$ cat src/rtl/bidir_line_arbiter.sv
// ============================================================================
// bidir_line_arbiter
//
// Shares one bidirectional data line between a local write requester (this
// side drives the line) and a far-end read requester (the far side drives the
// line). Grants whole bursts, owns the tristate output enable, inserts idle
// turnaround cycles whenever the line direction flips, and strobes one
// drive/sample window per beat.
//
// Ports
//   clk      in   1      rising-edge clock
//   reset    in   1      asynchronous active-low reset
//   wr_req   in   1      write burst request (level, held until wr_gnt)
//   wr_len   in   LEN_W  write beats, 0 is treated as 1
//   rd_req   in   1      read burst request (level, held until rd_gnt)
//   rd_len   in   LEN_W  read beats, 0 is treated as 1
//   wr_gnt   out  1      pulse on the first write beat cycle
//   rd_gnt   out  1      pulse on the first read beat cycle
//   oe       out  1      1 = local side drives the line
//   wr_beat  out  1      write beat driven this cycle
//   rd_beat  out  1      read beat to be sampled this cycle
//   dir      out  1      last/current direction, 1 = write, 0 = read
//   ta_busy  out  1      turnaround (idle line) cycle
//
// Optional feature macro: BIDIR_ARB_STARVE_EN
//   When defined, a streak counter limits how many consecutive bursts the
//   current direction may take while the other side is waiting; at
//   STARVE_LIMIT the next arbitration is forced to the other direction.
//   When undefined the arbiter is purely same-direction-first.
// ============================================================================
module bidir_line_arbiter #(
    parameter int LEN_W        = 8,
    parameter int TA_WR2RD     = 2,
    parameter int TA_RD2WR     = 1,
    parameter int STARVE_LIMIT = 4
) (
    input  logic             clk,
    input  logic             reset,
    input  logic             wr_req,
    input  logic [LEN_W-1:0] wr_len,
    input  logic             rd_req,
    input  logic [LEN_W-1:0] rd_len,
    output logic             wr_gnt,
    output logic             rd_gnt,
    output logic             oe,
    output logic             wr_beat,
    output logic             rd_beat,
    output logic             dir,
    output logic             ta_busy
);

    localparam int TA_MAX = (TA_WR2RD > TA_RD2WR) ? TA_WR2RD : TA_RD2WR;
    localparam int TA_W   = (TA_MAX < 2) ? 1 : $clog2(TA_MAX + 1);

    typedef enum logic [1:0] {
        ST_IDLE  = 2'd0,
        ST_TA    = 2'd1,
        ST_DRIVE = 2'd2,
        ST_RECV  = 2'd3
    } state_t;

    state_t           state_q, state_d;
    logic [LEN_W-1:0] beat_cnt_q, beat_cnt_d;
    logic [TA_W-1:0]  ta_cnt_q, ta_cnt_d;
    logic             dir_q, dir_d;
    logic             wr_gnt_q, wr_gnt_d;
    logic             rd_gnt_q, rd_gnt_d;
    logic             oe_q, oe_d;
    logic             wr_beat_q, wr_beat_d;
    logic             rd_beat_q, rd_beat_d;
    logic             ta_busy_q, ta_busy_d;

    logic             same_req_s;
    logic             other_req_s;
    logic             force_s;
    logic             pick_s;
    logic             arb_s;
    logic             load_s;
    logic [TA_W-1:0]  ta_len_s;

    // A zero-length request still occupies the line for one beat.
    function automatic logic [LEN_W-1:0] beats_of(input logic [LEN_W-1:0] len);
        if (len == {LEN_W{1'b0}}) begin
            beats_of = LEN_W'(1);
        end else begin
            beats_of = len;
        end
    endfunction

    // Requests seen relative to the direction the line currently faces.
    assign same_req_s  = dir_q ? wr_req : rd_req;
    assign other_req_s = dir_q ? rd_req : wr_req;

`ifdef BIDIR_ARB_STARVE_EN
    localparam int SW = (STARVE_LIMIT < 2) ? 1 : $clog2(STARVE_LIMIT + 1);

    logic [SW-1:0] streak_q, streak_d;
    logic          new_other_s;

    // Once the streak is exhausted and the other side waits, it must win.
    assign force_s     = (streak_q >= SW'(STARVE_LIMIT)) && other_req_s;
    assign new_other_s = dir_d ? rd_req : wr_req;

    // Streak of bursts granted in one direction while the other side waits.
    always_comb begin
        streak_d = streak_q;
        if (load_s) begin
            if (dir_d != dir_q) begin
                streak_d = new_other_s ? SW'(1) : {SW{1'b0}};
            end else if (other_req_s) begin
                streak_d = (streak_q >= SW'(STARVE_LIMIT)) ? streak_q : streak_q + SW'(1);
            end else begin
                streak_d = {SW{1'b0}};
            end
        end else if (dir_d != dir_q) begin
            streak_d = {SW{1'b0}};
        end else if (!other_req_s) begin
            streak_d = {SW{1'b0}};
        end else begin
            streak_d = streak_q;
        end
    end

    // Streak register.
    always_ff @(posedge clk or negedge reset) begin
        if (!reset) begin
            streak_q <= {SW{1'b0}};
        end else begin
            streak_q <= streak_d;
        end
    end
`else
    assign force_s = 1'b0;
`endif

    // Direction choice at an arbitration point and the turnaround it costs.
    always_comb begin
        if (force_s) begin
            pick_s = ~dir_q;
        end else if (same_req_s) begin
            pick_s = dir_q;
        end else begin
            pick_s = ~dir_q;
        end
        // Choosing write means the line turns read->write, and vice versa.
        ta_len_s = pick_s ? TA_W'(TA_RD2WR) : TA_W'(TA_WR2RD);
    end

    // Next-state logic: arbitration, turnaround countdown, beat countdown.
    always_comb begin
        state_d    = state_q;
        beat_cnt_d = beat_cnt_q;
        ta_cnt_d   = ta_cnt_q;
        dir_d      = dir_q;
        arb_s      = 1'b0;
        load_s     = 1'b0;
        wr_gnt_d   = 1'b0;
        rd_gnt_d   = 1'b0;

        case (state_q)
            ST_IDLE: begin
                arb_s = 1'b1;
            end
            ST_TA: begin
                if (ta_cnt_q <= TA_W'(1)) begin
                    // dir already faces the new side; grant only if it still asks.
                    if (same_req_s) begin
                        load_s = 1'b1;
                    end else begin
                        state_d = ST_IDLE;
                    end
                end else begin
                    ta_cnt_d = ta_cnt_q - TA_W'(1);
                end
            end
            ST_DRIVE, ST_RECV: begin
                // The last beat doubles as the next arbitration point so that
                // same-direction bursts chain without a bubble.
                if (beat_cnt_q <= LEN_W'(1)) begin
                    arb_s = 1'b1;
                end else begin
                    beat_cnt_d = beat_cnt_q - LEN_W'(1);
                end
            end
            default: begin
                state_d = ST_IDLE;
            end
        endcase

        if (arb_s) begin
            if (wr_req || rd_req) begin
                dir_d = pick_s;
                if ((pick_s != dir_q) && (ta_len_s != {TA_W{1'b0}})) begin
                    state_d  = ST_TA;
                    ta_cnt_d = ta_len_s;
                end else begin
                    load_s = 1'b1;
                end
            end else begin
                state_d = ST_IDLE;
            end
        end else begin
            dir_d = dir_q;
        end

        if (load_s) begin
            state_d    = dir_d ? ST_DRIVE : ST_RECV;
            beat_cnt_d = beats_of(dir_d ? wr_len : rd_len);
            ta_cnt_d   = {TA_W{1'b0}};
            wr_gnt_d   = dir_d;
            rd_gnt_d   = ~dir_d;
        end else if (state_d == ST_IDLE) begin
            beat_cnt_d = {LEN_W{1'b0}};
            ta_cnt_d   = {TA_W{1'b0}};
        end else begin
            wr_gnt_d = 1'b0;
            rd_gnt_d = 1'b0;
        end
    end

    // Line-side strobes follow the state being entered so they can be registered.
    always_comb begin
        oe_d      = (state_d == ST_DRIVE);
        wr_beat_d = (state_d == ST_DRIVE);
        rd_beat_d = (state_d == ST_RECV);
        ta_busy_d = (state_d == ST_TA);
    end

    // State, counters and registered outputs; reset releases the line at once.
    always_ff @(posedge clk or negedge reset) begin
        if (!reset) begin
            state_q    <= ST_IDLE;
            beat_cnt_q <= {LEN_W{1'b0}};
            ta_cnt_q   <= {TA_W{1'b0}};
            dir_q      <= 1'b0;
            wr_gnt_q   <= 1'b0;
            rd_gnt_q   <= 1'b0;
            oe_q       <= 1'b0;
            wr_beat_q  <= 1'b0;
            rd_beat_q  <= 1'b0;
            ta_busy_q  <= 1'b0;
        end else begin
            state_q    <= state_d;
            beat_cnt_q <= beat_cnt_d;
            ta_cnt_q   <= ta_cnt_d;
            dir_q      <= dir_d;
            wr_gnt_q   <= wr_gnt_d;
            rd_gnt_q   <= rd_gnt_d;
            oe_q       <= oe_d;
            wr_beat_q  <= wr_beat_d;
            rd_beat_q  <= rd_beat_d;
            ta_busy_q  <= ta_busy_d;
        end
    end

    assign wr_gnt  = wr_gnt_q;
    assign rd_gnt  = rd_gnt_q;
    assign oe      = oe_q;
    assign wr_beat = wr_beat_q;
    assign rd_beat = rd_beat_q;
    assign dir     = dir_q;
    assign ta_busy = ta_busy_q;

endmodule

$ cat config.mk
export PLATFORM = sky130hd
export DESIGN_NAME = bidir_line_arbiter
export DESIGN_NICKNAME = d
export VERILOG_FILES = /design/src/rtl/bidir_line_arbiter.sv
export SDC_FILE = /design/constraint.sdc
export NUM_CORES = 1
export LEC_CHECK = 0
export BUFFER_PORTS_ARGS = -buffer_cell sky130_fd_sc_hd__buf_2
export CAP_MARGIN = 20
export CORE_MARGIN = 2
export CORE_UTILIZATION = 53
export DETAILED_ROUTE_END_ITERATION = 10
export PLACE_DENSITY_LB_ADDON = 0.3
export SLEW_MARGIN = 20
export SYNTH_ARGS = -nofsm -noshare
export SYNTH_HDL_FRONTEND = slang
export SYNTH_SLANG_ARGS = --single-unit
$ cat constraint.sdc
create_clock -name clk -period 2.86 [get_ports clk]
set_clock_uncertainty 0.05 [all_clocks]
set_input_delay 0.286 -clock clk [delete_from_list [all_inputs] [get_ports clk]]
set_output_delay 0.286 -clock clk [all_outputs]
set_load 0.005 [all_outputs]
==> results_dict.tcl <==
set metrics [dict create \
    pwr-share-seq_pct 41.3 \
    critPathMaxFanout 11 \
    power_mw 1.11 \
    path_class "reg2reg" \
    root_buffer "clkbuf_4" \
    power_frac_comb_pct 44.7 \
    synth_enable_flop_cells 0 \
    holdWs_ps 222 \
    required_ps 3000 \
    drc_errors 0 \
    cellLeakagePower_nw 0.673 \
    globalplace.congestion 0.805 \
    rsz0062_at_grt "false" \
    max_cap_viol_count 0 \
    cp-start-kind "register" \
    die-area_um2 2640 \
    hold_viol_final 0 \
    drtIter0Drc 41 \
    tightest_slew_ps 578 \
    fmax_mhz 403 \
    finalNetCount 178 \
    cts_tree "yes" \
    status "finished clean" \
    postCtsResizedCells 0 \
    ys_async_sr_fraction_pct 100 \
    synthSimpleGateAreaFrac_pct 24.0 \
    first_global_vias 1015 \
    syn_to_final_growth_pct 16.1 \
    fillers 198 \
    viasPerCell 5.75 \
    clkPwrFrac_pct 14.0 \
    core_region_area_um2 2170 \
    routed_wl_mm 2.56 \
    clkSinkCount 18 \
    track_usage_pct 23.0 \
    p_per_area_nw_per_um2 806 \
    hpwl_mm 1.99 \
    clk_latency_ps 300 \
    rows 17 \
    final.period_utilization_pct 86.8 \
    htreeDepth 1 \
    p_int_mw 0.660 \
    fin_crit_ps 2480 \
    yosys_warnings 0 \
    min_from "rd_len[1]" \
    die_x_um 51.4 \
    insertedDiodeCount 0 \
    numCtsBuffers 3 \
    synth_adder_area_share_pct 4.21 \
    cts.clk_slew.worst_paths_ps 100 \
    synth_xor_area_share_pct 0 \
    routed-via-count 1041 \
    io_pins 27 \
    postCtsSetupBuffers 0 \
    min_path_type "in2reg" \
    r2r_start "beat_cnt_q[0]" \
    syn_area_um2 1190 \
    clock_path_buffers 2 \
    arrival_ps 2620 \
    synth-main-ff-cell "dfrtp_1" \
    dieHeight_um 51.4 \
    grt_first_pass_wirelength_mm 4.51 \
    final_cell_mix "buf_2 (26), dfrtp_1 (18), nand2_1 (13)" \
    mostFrequentLayoutCell "buf_2" \
    placed_cells 176 \
    tns_ps 0 \
    hold_depth 3 \
    synth_top_family_by_area "simple AND/OR/NAND/NOR gates" \
    relSlewSlack_pct 61.1 \
    port_buffers 26 \
    ys_seq_area_share_pct 37.9 \
    hold_buffers 1 \
    crit_start "beat_cnt_q[0]" \
    synth.area.mux_share_pct 7.89 \
    drive_gt1_share_pct 28.1 \
    syn_nets 148 \
    antenna_found_initial 0 \
    initial_utilization_pct 54.8 \
    slew_viol_final 0 \
    netSwitchingFraction_pct 40.8 \
    synth_compound_area_share_pct 21.2 \
    avgSynthCellArea_um2 9.60 \
    peakVddDrop_mv 0.499 \
    finalSetupViolations 0 \
    dr.pass1.iters 4 \
    drtAntennaViolNets 0 \
    syn_inst 124 \
    power.switching_mw 0.454 \
    grt_start_max_net_pins 19 \
    r2r_cells 8 \
    yosys_register_bits 18 \
    synthDistinctLibCells 41 \
    gr-total-overflow 0 \
    end_kind "register" \
    seqCellArea_um2 450 \
    multi_input_area_um2 682 \
    wire_per_inst_um 14.1 \
    stdcell_count 181 \
    utilization_pct 63.7 \
]
==> routing by layer <==
metal	part of all wire (%)	track usage [%]
met4	1.6	8.77
met5	0	0
met3	5.9	3.51
met2	51	39.3
met1	42	29.0
==> power groups by stage <==
stage | sequential, mW | clock (mW) | combinational (mW)
final | 0.460 | 0.156 | 0.497
after global routing | 0.476 | 0.171 | 0.569
after CTS | 0.458 | 0.157 | 0.501
after detailed placement | 0.464 | 0 | 0.495
after global placement | 0.458 | 0 | 0.479
after floorplan | 0.444 | 0 | 0.384
==> per-stage QoR <==
| stage | cell area [um^2] | worst slack, ps |
|---|---|---|
| after global placement | 1340 | 518 |
| after CTS | 1380 | 390 |
| after floorplan | 1190 | 736 |
| final | 1380 | 377 |
| after global routing | 1380 | 236 |
| after detailed placement | 1340 | 410 |
==> state kept, by name, indices dropped and copies added (netlist names) <==
name        cells
rd_gnt          1
wr_beat         1
state_q         2
ta_busy         1
wr_gnt          1
dir             1
rd_beat         1
beat_cnt_q      8
ta_cnt_q        2
==> worst max-delay path, stage by stage, from the launching register on <==
cell and delay [ps]:
dfrtp_1 450, inv_1 80, ha_1 260, or2_1 180, nand3_2 120, o32a_1 330, nand3_2 230, mux2_2 380
a211o_1 290
==> logic make-up after synthesis <==
family | Yosys count
simple gates | 49
buf+inv | 10
mux | 9
compound gates | 34
fa+ha+maj | 4
flops | 18
==> area by class of cell <==
class / count / area share, %
multi-input combinational: 96 / 49.4
inverter: 6 / 1.63
timing repair buffer: 29 / 11.2
tap: 28 / 2.54
sequential: 18 / 32.6
clock buffer: 4 / 2.63
==> synthesized netlist by cell type, types with 3 or more instances <==
master / instances / area [um^2]
nor2b_1: 3 / 18.8
nor4_1: 3 / 18.8
nand3_1: 4 / 20.0
ha_1: 4 / 50.1
dfrtp_1: 18 / 450
o21ai_0: 5 / 25.0
inv_1: 6 / 22.5
nand2_1: 13 / 48.8
o22ai_1: 4 / 25.0
nor2_1: 6 / 22.5
nor3_1: 6 / 30.0
mux2i_1: 6 / 60.1
a21oi_1: 8 / 40.0
==> final timing paths <==
| check | end | slack, ps |
|---|---|---|
| max | beat_cnt_q[7] | 380 |
| min | beat_cnt_q[1] | 220 |
| max reg2reg | beat_cnt_q[7] | 380 |
| min reg2reg | beat_cnt_q[1] | 520 |
| max in group asynchronous | beat_cnt_q[4] | 2090 |
| min in group asynchronous | dir | 390 |
Power figures use the tool's default switching activity.
